--- config.mk ---
export PLATFORM = sky130hd
export DESIGN_NAME = pixel_frame_collector
export DESIGN_NICKNAME = d
export VERILOG_FILES = /design/src/rtl/pixel_frame_collector.sv
export SDC_FILE = /design/constraint.sdc
export NUM_CORES = 1
export LEC_CHECK = 0
export BUFFER_PORTS_ARGS = -buffer_cell sky130_fd_sc_hd__clkbuf_2
export CAP_MARGIN = 20
export CORE_MARGIN = 2
export CORE_UTILIZATION = 53
export CTS_CLUSTER_DIAMETER = 120
export DETAILED_ROUTE_END_ITERATION = 12
export GPL_TIMING_DRIVEN = 1
export MAX_ROUTING_LAYER = met4
export PLACE_DENSITY = 0.76
export SLEW_MARGIN = 10
export SYNTH_ARGS = -nofsm -noshare
export SYNTH_HDL_FRONTEND = slang
export SYNTH_SLANG_ARGS = --single-unit
export TNS_END_PERCENT = 30
--- constraint.sdc ---
create_clock -name clk -period 2.1 [get_ports clk]
set_input_delay 0.525 -clock clk [delete_from_list [all_inputs] [get_ports clk]]
set_output_delay 0.525 -clock clk [all_outputs]
set_load 0.005 [all_outputs]
--- src/rtl/pixel_frame_collector.sv ---
// Collects filtered pixels into a small FIFO, tagging each with frame position
// (sof/eol/eof) from row/col counters, and drains a whole frame before taking the next.
module pixel_frame_collector #(
  parameter int WIDTH = 8,
  parameter int COLS  = 256,
  parameter int ROWS  = 256,
  parameter int DEPTH = 4
) (
  input  logic             clk,
  input  logic             rst,
  input  logic             in_valid,
  input  logic [WIDTH-1:0] in_data,
  output logic             in_ready,
  output logic             out_valid,
  output logic [WIDTH-1:0] out_data,
  output logic             out_sof,
  output logic             out_eol,
  output logic             out_eof,
  input  logic             out_ready,
  output logic             frame_done,
  output logic             overflow,
  output logic [1:0]       dbg_state
);

  // Handshake: a beat transfers on a posedge where valid && ready, on both sides.
  localparam int CW = (COLS > 1) ? $clog2(COLS) : 1;
  localparam int RW = (ROWS > 1) ? $clog2(ROWS) : 1;
  localparam int AW = $clog2(DEPTH);
  localparam int EW = WIDTH + 3;
  localparam logic [CW-1:0] COL_LAST = CW'(COLS - 1);
  localparam logic [RW-1:0] ROW_LAST = RW'(ROWS - 1);
  localparam logic [AW:0]   CNT_FULL = (AW + 1)'(DEPTH);
  localparam logic [AW:0]   CNT_ONE  = (AW + 1)'(1);

  typedef enum logic [1:0] {
    S_IDLE   = 2'd0,
    S_ACTIVE = 2'd1,
    S_FLUSH  = 2'd2
  } state_t;

  state_t        r_state;
  logic [EW-1:0] r_mem [DEPTH];
  logic [AW-1:0] r_wr_ptr;
  logic [AW-1:0] r_rd_ptr;
  logic [AW:0]   r_count;
  logic [CW-1:0] r_col;
  logic [RW-1:0] r_row;
  logic          r_in_ready;
  logic          r_frame_done;
  logic          r_overflow;

  logic          w_wr;
  logic          w_rd;
  logic          w_sof;
  logic          w_eol;
  logic          w_eof;
  logic [EW-1:0] w_head;
  logic [AW:0]   w_count_nxt;
  state_t        w_state_nxt;

  always_comb begin
    w_wr   = in_valid && r_in_ready;
    w_rd   = (r_count != '0) && out_ready;
    w_sof  = (r_col == '0) && (r_row == '0);
    w_eol  = (r_col == COL_LAST);
    w_eof  = w_eol && (r_row == ROW_LAST);
    w_head = r_mem[r_rd_ptr];

    w_count_nxt = r_count;
    case ({w_wr, w_rd})
      2'b10:   w_count_nxt = r_count + CNT_ONE;
      2'b01:   w_count_nxt = r_count - CNT_ONE;
      default: w_count_nxt = r_count;
    endcase

    w_state_nxt = r_state;
    case (r_state)
      S_IDLE:   if (w_wr) w_state_nxt = w_eof ? S_FLUSH : S_ACTIVE;
      S_ACTIVE: if (w_wr && w_eof) w_state_nxt = S_FLUSH;
      // Nothing is written in FLUSH, so the last entry read is the eof entry.
      S_FLUSH:  if (w_rd && (r_count == CNT_ONE)) w_state_nxt = S_IDLE;
      default:  w_state_nxt = S_IDLE;
    endcase
  end

  always_ff @(posedge clk) begin
    if (!rst) begin
      r_state      <= S_IDLE;
      r_wr_ptr     <= '0;
      r_rd_ptr     <= '0;
      r_count      <= '0;
      r_col        <= '0;
      r_row        <= '0;
      r_in_ready   <= 1'b0;
      r_frame_done <= 1'b0;
      r_overflow   <= 1'b0;
    end else begin
      r_state      <= w_state_nxt;
      r_count      <= w_count_nxt;
      // Ready is registered from the next occupancy, so a full FIFO never passes through.
      r_in_ready   <= (w_state_nxt != S_FLUSH) && (w_count_nxt != CNT_FULL);
      r_frame_done <= w_rd && w_head[0];
      if (in_valid && !r_in_ready) r_overflow <= 1'b1;
      if (w_wr) begin
        r_wr_ptr <= r_wr_ptr + 1'b1;
        if (r_col == COL_LAST) begin
          r_col <= '0;
          r_row <= (r_row == ROW_LAST) ? '0 : r_row + 1'b1;
        end else begin
          r_col <= r_col + 1'b1;
        end
      end
      if (w_rd) r_rd_ptr <= r_rd_ptr + 1'b1;
    end
  end

  always_ff @(posedge clk) begin
    if (w_wr) r_mem[r_wr_ptr] <= {in_data, w_sof, w_eol, w_eof};
  end

  assign in_ready   = r_in_ready;
  assign out_valid  = (r_count != '0);
  assign out_data   = out_valid ? w_head[EW-1:3] : '0;
  assign out_sof    = out_valid && w_head[2];
  assign out_eol    = out_valid && w_head[1];
  assign out_eof    = out_valid && w_head[0];
  assign frame_done = r_frame_done;
  assign overflow   = r_overflow;
  assign dbg_state  = r_state;

endmodule

Word level (Yosys, flattened, before mapping):

Memory sizes are Yosys's and may differ from the RTL's. A register that Yosys moved wholly into a read port is not among the register bits.
Cells that the tools add are included.

* output and inout bits: 17
* flip-flop bits (word level): 28
* memories: 1
* bits in writable memories: 44
* bits of input ports: 12

Memories
* r_mem: words 4, bits a word 11, rd ports 1, clocked after memory_dff 1, write ports 1, line 42 `logic [EW-1:0] r_mem [DEPTH];`

* equality and inequality tests: 9
* reductions and logical operators: 18
* mux-type cells: 13
* $add $sub $neg: 6

Operators with widths (count)
* $mux W8: 3
* $add A8 B1 Y8 const B: 2
* $eq A8 B8 Y1 const B: 2
* $logic_not A8 Y1: 2
* $logic_and A1 B1 Y1: 12
* $mux W2: 6
* $pmux W2 S3: 1
* $pmux W3 S2: 1
* $add A2 B1 Y2 const B: 2
* $eq A2 B1 Y1 const B: 2
* $eq A2 B2 Y1 const B: 2
* $add A3 B1 Y3 const B: 1
* $eq A3 B1 Y1 const B: 1
* $ne A3 B3 Y1 const B: 1
* $reduce_bool A3 Y1: 1
* $sub A3 B1 Y3 const B: 1
* $logic_not A2 Y1: 1
* $mux W1: 2
* $ne A2 B2 Y1 const B: 1
* $reduce_and A2 Y1: 1
* $logic_not A1 Y1: 1

Depth between registers and ports, before layout:

* word-level depth: 7
* gate-level depth with buffers: 10

Worst setup path before layout:

No wires, ideal clock.

* path kind: reg2reg
* from: register r_count[0]
* to: register r_count[2]
* library setup time: 115 ps
* stages on the path, launching flop included: 11
* arrival: 1845 ps
* path slack: 140 ps
* period minus slack after synthesis: 1960 ps
* buffers on the path: 1
* cell sequence: dfxtp_1 > inv_1 > ha_1 > nand2b_1 > nand2_1 > inv_1 > ha_1 > clkbuf_1 > o31ai_1 > o31ai_1 > and2_1

* word-level cells in the longest chain between the ends: 4
* elaborated cells between the ends (all ways): 7
* classes of those cells: add/sub (2); eq/ne (2); mux (1); reduce/logical (2)

RTL lines
* start, declared: line 45 `logic [AW:0] r_count;`
* start signal, assigned: line 99 `r_count <= w_count_nxt;`
* $reduce_bool A3 Y1 (*): line 63 `w_rd = (r_count != '0) && out_ready;`
* $logic_and A1 B1 Y1 (*): line 63
* named net w_rd: line 53 `logic w_rd;`
* $eq A2 B1 Y1 / $eq A2 B2 Y1 (equally long branches): line 70 `case ({w_wr, w_rd})`
* $pmux W3 S2 (*): line 70

The timed path passes the listed nets; every way through them passes the cells marked *.
A chain may end at the register's enable or synchronous reset.

==> impl_results.rst <==
.. list-table::
   :header-rows: 1

   * - Metric
     - Value
   * - Switching share of power
     - between 20 and 25%
   * - Type of the tightest min-delay check
     - input port to register
   * - GPL Wtd Cong
     - between 0.8 and 0.9
   * - Synthesis Warnings
     - 0
   * - Leakage power figure
     - between 1 and 1.5 nW
   * - Total number of cells along the worst setup path
     - 4
   * - Worst Tran Pin Value
     - roughly 0.62 ns
   * - Number of cells on the worst reg-to-reg path
     - 9
   * - Die Outline Area
     - around 6700 µm²
   * - Total of flip-flops plus latches after synthesis
     - 74
   * - Setup_tns
     - -0.153 ns
   * - Number of failing setup endpoints in the final timing report
     - 11
   * - Startpoint of the worst hold path
     - in_data[5]
   * - Asr flop ratio synth
     - 0%
   * - Commonest cells after routing, fill and taps aside
     - 44 x sky130_fd_sc_hd__edfxtp_1, 29 x sky130_fd_sc_hd__dfxtp_1, 27 x sky130_fd_sc_hd__clkbuf_2
   * - Achievable Freq
     - roughly 470 MHz
   * - Vias after detailed routing
     - ~2,000
   * - DPL Wire Length
     - between 3 and 4 mm
   * - Clock-pin slew on the worst setup and hold paths
     - around 0.080 ns
   * - Boundary pin count
     - 29
   * - Main synth FF type
     - sky130_fd_sc_hd__edfxtp_1
   * - Final Max Slew Viols
     - 0
   * - Critical path arrival
     - about 1.6 ns
   * - Unrepaired setup endpoints after global routing
     - yes
   * - Setup WS pre-CTS
     - around 0.20 ns
   * - Net count of the mapped netlist
     - about 270
   * - Clock buffer count from CTS
     - 9
   * - Final Instance Area
     - between 3000 and 4000 µm²
   * - Area share of the largest cell type after synthesis
     - 41.2%
   * - Most common cell after layout, fill and taps aside
     - sky130_fd_sc_hd__edfxtp_1
   * - Overall power
     - roughly 3.3 mW
   * - Final WS setup
     - -0.0388 ns
   * - Ratio of total power to cell area
     - about 900 nW/µm²
   * - Vias per std cell
     - 5.38
   * - Buffer depth of the longest clock path
     - 2
   * - Area added between synthesis and finish
     - 16.2%
   * - Cell type contributing the most total cell area after synthesis
     - sky130_fd_sc_hd__edfxtp_1
   * - Comb pwr share
     - between 10% and 20%
   * - DRT Pass-1 Iters
     - 4
   * - Cell chain of the critical path
     - buf_6, mux4_2, and2_4, clkbuf_2
   * - Terminating pin of the worst hold path
     - r_mem[0][8]
   * - Crit share post-route
     - 102%
   * - Largest driver fanout on the critical path
     - 4
   * - Category of the critical setup timing path
     - register to output pin
   * - Startpoint of the worst-slack reg-to-reg timing path
     - r_count[1]
   * - Number of input and output port buffers inserted
     - 28
   * - Aggregate routed wire length
     - about 5.5 mm
   * - Sequential fraction of design power
     - between 40% and 50%
   * - Number of buffers inserted by hold repair at cts
     - 0
   * - Clock root cell
     - sky130_fd_sc_hd__clkbuf_8
   * - Floorplan Core Area
     - about 5900 µm²
   * - Horizontal die dimension
     - just over 80 µm
   * - Antenna cells
     - 0
   * - Clock sink count
     - 74
   * - Wire length of the first global-routing pass
     - approximately 9 mm
   * - Ratio of cells with drive above 1 in the final layout
     - 26.8%
   * - Final Critical Period
     - about 2.1 ns
   * - Instance count along the most critical hold path
     - 1
   * - Die Y
     - 81.8 µm
   * - Worst Path Buf+Inv
     - 2
   * - Vias in the first global route
     - 1,923
   * - CP endpoint kind
     - output pin
   * - Global-route congestion overflow total
     - 0
   * - Critical path startpoint category
     - register
   * - Library cell contributing the largest single delay on the critical path
     - sky130_fd_sc_hd__mux4_2
   * - Starting Density
     - 54.5%
   * - Total count of hold-check failures in the final report
     - 0
   * - Post-DR wirelength/cell
     - about 15 µm
   * - Post-layout nets
     - 312
   * - Row count
     - 28
   * - Total global-route track usage
     - 19.2%
   * - Required time of the critical path
     - 1.57 ns
   * - Maximum level of the CTS H-tree
     - 3
   * - TritonCTS clock tree
     - done
   * - Iteration-0 DRC Markers
     - 82
   * - Mean instance size in the synthesized netlist
     - about 13 µm²
   * - Distinct cell type count of the synthesized netlist
     - 42
   * - Crit path largest cell delay
     - ~0.53 ns
   * - Largest net degree at the start of global routing
     - 16
   * - Clock insertion delay at the later pin of the skew report
     - approximately 0.34 ns
   * - Seq/Total Area, Yosys
     - between 50 and 60%
   * - Internal Power
     - ~2.5 mW
   * - Run status
     - complete, but fails checks
   * - Slack of the worst reg-to-reg path
     - 0.22 ns
   * - Reg2Reg Capture Point
     - in_ready
   * - Clock skew after layout
     - slightly above 0.01 ns
   * - Ranking of synthesized cells by area
     - sky130_fd_sc_hd__edfxtp_1 41%, sky130_fd_sc_hd__dfxtp_1 19%, sky130_fd_sc_hd__mux4_2 7.7%
   * - Number of cells produced by synthesis
     - 246
   * - Max-Slew Margin vs Limit
     - 58.1%
   * - Number of antenna violations at the first check in global routing
     - 0
   * - Count of maximum capacitance violations
     - 0
   * - Proportion of power drawn by the clock network
     - a little under two fifths
   * - Maximum ir drop on the vdd rail
     - 410 µV
   * - Violations in the final reports
     - setup timing
   * - Switching power of the nets
     - 0.719 mW
   * - Count of buffers added by post-CTS timing repair for setup
     - 0
   * - Count of unresolved DRC violations after routing
     - 0
   * - EDFF count, synth
     - 44
   * - Largest delay share family, worst path
     - multiplexers
   * - Residual antenna-violating net count after detailed routing
     - 0
   * - Synthesized area
     - roughly 3200 µm²
   * - Placed instance area
     - 3460 µm²
per-layer routing:
layer	vias to the layer above	routed length, µm	GRT usage (%)
met5	-	0	-
met4	0	54	8.83
met3	7	234	4.29
met2	37	2840	32.3
met1	946	2370	22.1
li1	978	-	-
worst max path at each step:
stage / from / slack (ns) / end
after global routing: register / -0.10 / out_eof
after detailed placement: in_valid / 0.20 / in_ready
after floorplan: r_count[0] / 0.14 / r_count[2]
after CTS: register / -0.06 / out_eof
final: register / -0.04 / out_eof
after global placement: in_valid / 0.22 / in_ready
area by class of cell:
class | instances | area (µm²)
fillers | 452 | 2160
flip-flops and latches | 74 | 1920
multi-input cells | 151 | 1210
repair buffers | 37 | 225
clock buffers | 12 | 155
well taps | 75 | 93.8
clock inverters | 4 | 73.8
inverters | 13 | 48.8
worst reg2reg max path, delay by kind of cell, from the launching register on:
family | cells | cell delay [ns]
AOI/OAI and AO/OA | 3 | 0.59
adders and majority gates | 2 | 0.54
buffers and inverters | 2 | 0.18
DFF | 1 | 0.33
and+or+nand+nor | 2 | 0.16
state kept, by name, summed over array words and instances (netlist names), named ones only:
| signal | cells |
|---|---|
| r_rd_ptr | 2 |
| dbg_state | 2 |
| r_mem | 44 |
| r_col | 8 |
| overflow | 1 |
| in_ready | 1 |
| r_count | 3 |
| frame_done | 1 |
| r_row | 8 |
| r_wr_ptr | 2 |
cell usage after synthesis (4+ instances only):
cell	instances
sky130_fd_sc_hd__nand2_1	19
sky130_fd_sc_hd__dfxtp_1	30
sky130_fd_sc_hd__ha_1	14
sky130_fd_sc_hd__and3_1	6
sky130_fd_sc_hd__xor2_1	8
sky130_fd_sc_hd__clkbuf_1	4
sky130_fd_sc_hd__edfxtp_1	44
sky130_fd_sc_hd__mux4_2	11
sky130_fd_sc_hd__nor2b_1	4
sky130_fd_sc_hd__and2_1	13
sky130_fd_sc_hd__a21oi_1	9
sky130_fd_sc_hd__o31ai_1	4
sky130_fd_sc_hd__o21ai_0	5
sky130_fd_sc_hd__inv_1	11
sky130_fd_sc_hd__nand4_1	5
sky130_fd_sc_hd__nor2_1	18
sky130_fd_sc_hd__nand3_1	4
power groups by stage:
| stage | clock network, mW | registers, mW | logic, mW |
|---|---|---|---|
| CTS | 1.25 | 1.61 | 0.406 |
| global route | 1.31 | 1.62 | 0.475 |
| detailed placement | 0 | 1.64 | 0.394 |
| global placement | 0 | 1.64 | 0.386 |
| finish | 1.23 | 1.61 | 0.423 |
| floorplan | 0 | 1.64 | 0.249 |
stage by stage:
step / hold slack, ns / utilization, % / cells
finish: 0.401 / 63.3 / 366
floorplan: 0.460 / - / 246
CTS: 0.388 / 62.9 / 366
global placement: 0.467 / 58.8 / 350
global route: 0.400 / 63.3 / 366
detailed placement: 0.477 / 58.8 / 350
kinds of logic (layout without fill, tap and decap cells):
group	Yosys count	after routing	synth area share, %
compound gates	26	26	5.23
xor+xnor	11	11	3.00
buf+inv	21	66	3.00
simple gates	88	88	15.3
mux	12	12	8.04
fa+ha+maj	14	14	5.46
flops	74	74	59.9
what timing repair did:
item,in CTS,in global routing
pin swaps,7,3
gates resized for setup,5,7
setup endpoints to repair,11,11
No activity file was read; power rests on OpenSTA's default activity.
